File: config.mk
export PLATFORM = sky130hd
export DESIGN_NAME = ibex_mult_pext_sequencer_flat
export DESIGN_NICKNAME = d
export VERILOG_FILES = /design/src/rtl/ibex_mult_pext_sequencer_if.sv /design/src/rtl/ibex_mult_pext_sequencer.sv /design/src/flat_wrapper.sv
export SDC_FILE = /design/constraint.sdc
export NUM_CORES = 1
export LEC_CHECK = 0
export BUFFER_PORTS_ARGS = -buffer_cell sky130_fd_sc_hd__buf_2
export CAP_MARGIN = 10
export CORE_MARGIN = 3
export CORE_UTILIZATION = 42
export CTS_BUF_LIST = sky130_fd_sc_hd__clkbuf_4 sky130_fd_sc_hd__clkbuf_8
export CTS_CLUSTER_DIAMETER = 60
export DETAILED_ROUTE_END_ITERATION = 8
export GPL_ROUTABILITY_DRIVEN = 0
export PLACE_DENSITY = 0.76
export SYNTH_ARGS = -nofsm -noshare
export SYNTH_HDL_FRONTEND = slang
export SYNTH_SLANG_ARGS = --single-unit
File: constraint.sdc
create_clock -name clk_i -period 1.3 [get_ports clk_i]
set_input_delay 0.13 -clock clk_i [delete_from_list [all_inputs] [get_ports clk_i]]
set_output_delay 0.13 -clock clk_i [all_outputs]
set_load 0.01 [all_outputs]
File: src/rtl/ibex_mult_pext_sequencer_if.sv
// ibex_mult_pext_sequencer_if
//   Groups the request/control and datapath strobe signals of the P-ext
//   multiplier phase sequencer into one bundle.
//   Request side (driven by ex stage / datapath, read by sequencer):
//     mult_en_i, kill_i, mult_mode_i[1:0], cycle_count_i[1:0],
//     accum_sub_i[1:0], add_mode_i[1:0], sat_i, vxsat_clr_i
//   Control side (driven by sequencer):
//     phase_o[1:0], mult_mode_o[1:0], acc_en_o, acc_sel_o, sum2_add_o,
//     sum_sub_o, rd_add_o, rd_sub_o, valid_o, busy_o, ovf_o
//   modport master: ex-stage / datapath view
//   modport slave : sequencer view
interface ibex_mult_pext_sequencer_if;
  logic       mult_en_i;
  logic       kill_i;
  logic [1:0] mult_mode_i;
  logic [1:0] cycle_count_i;
  logic [1:0] accum_sub_i;
  logic [1:0] add_mode_i;
  logic       sat_i;
  logic       vxsat_clr_i;

  logic [1:0] phase_o;
  logic [1:0] mult_mode_o;
  logic       acc_en_o;
  logic       acc_sel_o;
  logic       sum2_add_o;
  logic       sum_sub_o;
  logic       rd_add_o;
  logic       rd_sub_o;
  logic       valid_o;
  logic       busy_o;
  logic       ovf_o;

  modport master (
    output mult_en_i, kill_i, mult_mode_i, cycle_count_i, accum_sub_i,
           add_mode_i, sat_i, vxsat_clr_i,
    input  phase_o, mult_mode_o, acc_en_o, acc_sel_o, sum2_add_o,
           sum_sub_o, rd_add_o, rd_sub_o, valid_o, busy_o, ovf_o
  );

  modport slave (
    input  mult_en_i, kill_i, mult_mode_i, cycle_count_i, accum_sub_i,
           add_mode_i, sat_i, vxsat_clr_i,
    output phase_o, mult_mode_o, acc_en_o, acc_sel_o, sum2_add_o,
           sum_sub_o, rd_add_o, rd_sub_o, valid_o, busy_o, ovf_o
  );
endinterface

File: src/rtl/ibex_mult_pext_sequencer.sv
// ibex_mult_pext_sequencer
//   Steps the shared P-ext multiplier through 1, 2 or 3 partial-product
//   phases and drives the accumulator/adder controls for each phase.
//   Phase 0 executes combinationally in the request cycle; valid_o is raised
//   in the final phase.
// Ports
//   clk_i   : clock
//   rst_ni  : synchronous reset, active-low
//   bus     : ibex_mult_pext_sequencer_if.slave (request in, strobes out)
// Parameters
//   RegisterCtrl : 1 = mode/accum_sub/add_mode captured at phase 0 and held
//                  until the op ends; 0 = taken live from the inputs
// Build option
//   IBEX_PEXT_VXSAT_EN : enables the sticky saturation flag ovf_o
//
// state | meaning
// ------+-------------------------------------------------------------
// IDLE  | no op in flight; phase 0 of a new request executes here
// PH1   | phase 1 executing (final phase for 2-cycle ops)
// PH2   | phase 2 executing (always final)
module ibex_mult_pext_sequencer #(
  parameter bit RegisterCtrl = 1'b1
) (
  input logic                         clk_i,
  input logic                         rst_ni,
  ibex_mult_pext_sequencer_if.slave   bus
);

  localparam logic [1:0] S_IDLE = 2'b00;
  localparam logic [1:0] S_PH1  = 2'b01;
  localparam logic [1:0] S_PH2  = 2'b10;

  localparam logic [1:0] M32X32 = 2'b11;

  logic [1:0] r_state;
  logic [1:0] r_mode;
  logic [1:0] r_accum_sub;
  logic [1:0] r_add_mode;
  logic       r_three;

  logic       w_active;
  logic       w_start;
  logic       w_final;
  logic       w_fin_act;
  logic       w_use_reg;
  logic [1:0] w_phase;
  logic [1:0] w_mode;
  logic [1:0] w_as;
  logic [1:0] w_am;
  logic [1:0] w_state_nxt;

  // A phase executes whenever a live, unkilled request is present. Gating with
  // rst_ni keeps every strobe quiet during a reset cycle.
  assign w_active = rst_ni & bus.mult_en_i & ~bus.kill_i;
  assign w_start  = w_active & (r_state == S_IDLE);

  always_comb begin
    w_phase = 2'd0;
    w_final = (bus.cycle_count_i == 2'b00);
    case (r_state)
      S_PH1: begin
        w_phase = 2'd1;
        w_final = ~r_three;
      end
      S_PH2: begin
        w_phase = 2'd2;
        w_final = 1'b1;
      end
      default: begin
        w_phase = 2'd0;
        w_final = (bus.cycle_count_i == 2'b00);
      end
    endcase
  end

  // Phase 0 always sees the live inputs; later phases use the captured copy
  // when RegisterCtrl is set.
  assign w_use_reg = RegisterCtrl && (r_state != S_IDLE);
  assign w_mode    = w_use_reg ? r_mode      : bus.mult_mode_i;
  assign w_as      = w_use_reg ? r_accum_sub : bus.accum_sub_i;
  assign w_am      = w_use_reg ? r_add_mode  : bus.add_mode_i;

  // Any non-active cycle (kill, dropped request, no request) returns to IDLE.
  always_comb begin
    w_state_nxt = S_IDLE;
    if (w_active && !w_final) begin
      w_state_nxt = (r_state == S_PH1) ? S_PH2 : S_PH1;
    end
  end

  always_ff @(posedge clk_i) begin
    if (!rst_ni) begin
      r_state     <= S_IDLE;
      r_mode      <= 2'b00;
      r_accum_sub <= 2'b00;
      r_add_mode  <= 2'b00;
      r_three     <= 1'b0;
    end else begin
      r_state <= w_state_nxt;
      if (w_start) begin
        r_mode      <= bus.mult_mode_i;
        r_accum_sub <= bus.accum_sub_i;
        r_add_mode  <= bus.add_mode_i;
        // cycle_count 10 behaves as 01, so only 11 needs the extra phase
        r_three     <= (bus.cycle_count_i == 2'b11);
      end
    end
  end

  assign w_fin_act = w_active & w_final;

  assign bus.phase_o     = w_active ? w_phase : 2'd0;
  assign bus.mult_mode_o = w_active ? w_mode  : M32X32;
  assign bus.acc_en_o    = w_active & ~w_final;
  assign bus.acc_sel_o   = w_active & (r_state != S_IDLE);
  assign bus.sum2_add_o  = w_fin_act & w_am[0];
  assign bus.sum_sub_o   = w_fin_act & w_as[1];
  assign bus.rd_add_o    = w_fin_act & w_am[1];
  assign bus.rd_sub_o    = w_fin_act & w_as[0];
  assign bus.valid_o     = w_fin_act;
  assign bus.busy_o      = (r_state != S_IDLE);

`ifdef IBEX_PEXT_VXSAT_EN
  logic r_ovf;

  // Set wins over a simultaneous clear.
  always_ff @(posedge clk_i) begin
    if (!rst_ni) begin
      r_ovf <= 1'b0;
    end else if (bus.sat_i && w_active) begin
      r_ovf <= 1'b1;
    end else if (bus.vxsat_clr_i) begin
      r_ovf <= 1'b0;
    end
  end

  assign bus.ovf_o = r_ovf;
`else
  logic w_unused_sat;
  assign w_unused_sat = bus.sat_i ^ bus.vxsat_clr_i;
  assign bus.ovf_o    = 1'b0;
`endif

endmodule

File: src/flat_wrapper.sv
// flat-port wrapper written by rule: the top's interface ports become plain ports
module ibex_mult_pext_sequencer_flat 
#(
  parameter bit RegisterCtrl = 1'b1
)
  (clk_i, rst_ni, bus_mult_en_i, bus_kill_i, bus_mult_mode_i, bus_cycle_count_i, bus_accum_sub_i, bus_add_mode_i, bus_sat_i, bus_vxsat_clr_i, bus_phase_o, bus_mult_mode_o, bus_acc_en_o, bus_acc_sel_o, bus_sum2_add_o, bus_sum_sub_o, bus_rd_add_o, bus_rd_sub_o, bus_valid_o, bus_busy_o, bus_ovf_o);
  ibex_mult_pext_sequencer_if bus_i ();
  input logic clk_i;
  input logic rst_ni;
  input wire logic [$bits(bus_i.mult_en_i)-1:0] bus_mult_en_i;
  input wire logic [$bits(bus_i.kill_i)-1:0] bus_kill_i;
  input wire logic [$bits(bus_i.mult_mode_i)-1:0] bus_mult_mode_i;
  input wire logic [$bits(bus_i.cycle_count_i)-1:0] bus_cycle_count_i;
  input wire logic [$bits(bus_i.accum_sub_i)-1:0] bus_accum_sub_i;
  input wire logic [$bits(bus_i.add_mode_i)-1:0] bus_add_mode_i;
  input wire logic [$bits(bus_i.sat_i)-1:0] bus_sat_i;
  input wire logic [$bits(bus_i.vxsat_clr_i)-1:0] bus_vxsat_clr_i;
  output wire logic [$bits(bus_i.phase_o)-1:0] bus_phase_o;
  output wire logic [$bits(bus_i.mult_mode_o)-1:0] bus_mult_mode_o;
  output wire logic [$bits(bus_i.acc_en_o)-1:0] bus_acc_en_o;
  output wire logic [$bits(bus_i.acc_sel_o)-1:0] bus_acc_sel_o;
  output wire logic [$bits(bus_i.sum2_add_o)-1:0] bus_sum2_add_o;
  output wire logic [$bits(bus_i.sum_sub_o)-1:0] bus_sum_sub_o;
  output wire logic [$bits(bus_i.rd_add_o)-1:0] bus_rd_add_o;
  output wire logic [$bits(bus_i.rd_sub_o)-1:0] bus_rd_sub_o;
  output wire logic [$bits(bus_i.valid_o)-1:0] bus_valid_o;
  output wire logic [$bits(bus_i.busy_o)-1:0] bus_busy_o;
  output wire logic [$bits(bus_i.ovf_o)-1:0] bus_ovf_o;
  assign bus_i.mult_en_i = bus_mult_en_i;
  assign bus_i.kill_i = bus_kill_i;
  assign bus_i.mult_mode_i = bus_mult_mode_i;
  assign bus_i.cycle_count_i = bus_cycle_count_i;
  assign bus_i.accum_sub_i = bus_accum_sub_i;
  assign bus_i.add_mode_i = bus_add_mode_i;
  assign bus_i.sat_i = bus_sat_i;
  assign bus_i.vxsat_clr_i = bus_vxsat_clr_i;
  assign bus_phase_o = bus_i.phase_o;
  assign bus_mult_mode_o = bus_i.mult_mode_o;
  assign bus_acc_en_o = bus_i.acc_en_o;
  assign bus_acc_sel_o = bus_i.acc_sel_o;
  assign bus_sum2_add_o = bus_i.sum2_add_o;
  assign bus_sum_sub_o = bus_i.sum_sub_o;
  assign bus_rd_add_o = bus_i.rd_add_o;
  assign bus_rd_sub_o = bus_i.rd_sub_o;
  assign bus_valid_o = bus_i.valid_o;
  assign bus_busy_o = bus_i.busy_o;
  assign bus_ovf_o = bus_i.ovf_o;
  ibex_mult_pext_sequencer #(.RegisterCtrl(RegisterCtrl)) u_core (.clk_i(clk_i), .rst_ni(rst_ni), .bus(bus_i));
endmodule
==> qor.csv <==
metric;value;unit
status;complete, but fails checks;
failing checks;setup timing;
first-pass GRT wire length;2290;um
io pins;27;
final count of hold timing violations;0;
Core Box Area;0.001216;mm2
DIE WIDTH;43.62;um
largest net degree at the start of global routing;15;
Final HPWL DP;980.7;um
LEAKAGE;0.0004399;uW
count of input and output buffers;23;
clk_lat worst skew;0.27;ns
Crit Path Max Fanout;5;
Final Non-Filler Cells;118;
number of synthesized register bits;9;
final worst slack;-0.3614;ns
YS warnings;0;
part of the Yosys area used for sequential elements;30.32;%
fin nets;123;
total chip power;693.0;uW
# placed instances;107;
Synth Instances;70;
CP required;1.17;ns
number of hold buffers added after cts;0;
pwr/cell area;774.6;mW/mm2
Max H-tree Level;1;
Final TNS setup;-2.979;ns
peak supply drop;0.0005972;V
layout cell share with drive strength beyond 1;54.81;%
CTS max path bufs;2;
DRT iter0 DRCs;13;
CTS sink cnt;9;
max incr delay on CP;0.33;ns
via count;578;
Clock Tree Root;clkbuf_4;
final setup fails;14;
Worst path slowest cell;dfxtp_2;
# DRC;0;
syn_nets;88;
startpoint types;flop;
Inserted Clock Buffers;3;
RSZ-0062 raised after global routing;true;
Inserted Diodes;0;
vias in the first global route;533;
Pre-Repair DR Iteration Count;6;
Tightest Pin Transition;0.5724;ns
max_slew headroom;61.84;%
Die Ht;43.62;um
DR WL/cell;12.12;um
Post-Syn Area per Cell;8.490;um2
Peak Freq;601.9;MHz
initial antenna violation count;0;
Routed WL;1430;um
synth unique cells;21;
CP Capture Type;output port;
TritonCTS clock tree;done;
Layout area overhead;50.53;%
Initial Util;48.87;%
max-slew violations;0;
average via count per standard cell;4.898;
Critical Path, Cell by Cell;inv_2, ha_2, nor2b_4, o22ai_4, buf_12, nor3_2, buf_2;
CP Class;reg2out;
Layout fillers;93;
die area;0.001902;mm2
Setup WS pre-CTS;-0.1384;ns
gr ovfl total;0;
DRT antenna net count;0;
GRT Resource Usage Total;16.43;%
Period Utilization, post-route;127.8;%
post-route minimum period;1.661;ns
Synth Cell Area;594.3;um2
HP Class;in2reg;
Worst Skew;0.01112;ns
max_cap viols;0;
clock-pin transition on the worst setup and hold timing paths;0.07;ns
row cnt;12;
Worst Path Arrival;1.53;ns
==> final cells by class <==
type                       instances  area, um2  area share, %
inverter                           3      11.26          1.259
sequential                         9      182.7          20.42
multi-input combinational         54      405.4          45.31
clock inverter                     1      5.005         0.5594
clock buffer                       3      22.52          2.517
tap                               14      17.52          1.958
timing repair buffer              34      250.2          27.97
==> cells in the final DEF, fill, tap and decap left out, drive strengths merged <==
cell and n:
and2 3, and3 1, and4b 2, buf 34, clkbuf 3, clkinv 1
conb 1, dfxtp 9, ha 4, inv 3, mux2i 6, nand2 16
nand2b 1, nand3 1, nor2 4, nor2b 1, nor3 4, nor3b 1
o21ai 7, o22ai 1, or2 1
==> per-stage QoR <==
step	util [%]	hold WS [ns]	area, um2
global route	73.56	0.07177	894.6
global placement	62.45	0.3455	759.5
floorplan	-	0.2446	625.6
detailed placement	62.45	0.3511	759.5
CTS	69.55	0.06433	845.8
finish	73.56	0.07014	894.6
==> what timing repair did <==
| item | in CTS | in global routing |
|---|---|---|
| endpoints found under the setup margin | 13 | 21 |
| cloned | 0 | 1 |
| resized for setup | 6 | 6 |
| setup buffers | 4 | 2 |
| pin swaps | 2 | 0 |
==> power by group <==
part           internal, uW  leakage [uW]  switching [uW]
logic                  96.3      0.000348            77.4
registers               289     0.0000744            6.92
clock network           114     0.0000177             110
==> flip-flops by register name, indices dropped and copies added, names as in the netlist <==
name	count
u_core.r_add_mode	2
u_core.r_three	1
u_core.r_mode	2
u_core.r_accum_sub	2
u_core.r_state	2
==> synthesized netlist by cell type, drive strengths merged <==
cell type	n	area, um2
inv	3	11.26
and3	1	6.260
conb	1	3.750
o22ai	1	12.51
nand3	1	5.000
nor2b	1	6.260
and2	3	18.77
ha	4	50.05
and4b	1	13.76
nor3b	1	12.51
dfxtp	9	180.2
nor2	4	15.01
mux2i	6	60.06
buf	5	48.79
o21ai	7	35.03
or2	1	6.260
nand2b	1	6.260
nor3	4	40.04
nand2	16	62.56
==> worst max-delay path: cells and delay by family, from the launching register on <==
family                     cells  cell delay (ns)
adders and majority gates      1             0.18
buffers and inverters          3             0.37
AOI/OAI and AO/OA              1             0.09
and+or+nand+nor                2             0.29
DFF                            1             0.33
==> final timing paths <==
kind	to	depth (start not counted)	slack (ns)	startpoint
min reg2reg	u_core.r_add_mode[1]	2	0.45	u_core.r_add_mode[1]
max	bus_sum_sub_o	7	-0.36	u_core.r_state[1]
min	u_core.r_add_mode[0]	3	0.07	bus_add_mode_i[0]
max reg2reg	u_core.r_state[1]	8	-0.19	u_core.r_state[1]
==> metal layers <==
| layer | share of wire, % | GRT usage, % | vias to the layer above |
|---|---|---|---|
| li1 | - | - | 302 |
| met1 | 44 | 19.70 | 258 |
| met2 | 48 | 25.87 | 18 |
| met3 | 7.1 | 7.469 | 0 |
| met4 | 0 | 5.422 | 0 |
| met5 | 0 | 0 | - |
==> kinds of logic after synthesis <==
logic type / Yosys count / share of synthesized area [%]
fa+ha+maj: 4 / 8.421
compound gates: 8 / 7.999
mux: 6 / 10.11
flops: 9 / 30.32
buf+inv: 8 / 10.10
simple gates: 34 / 32.42
other cells: 1 / 0.6310
(Power assumes the default switching activity.)
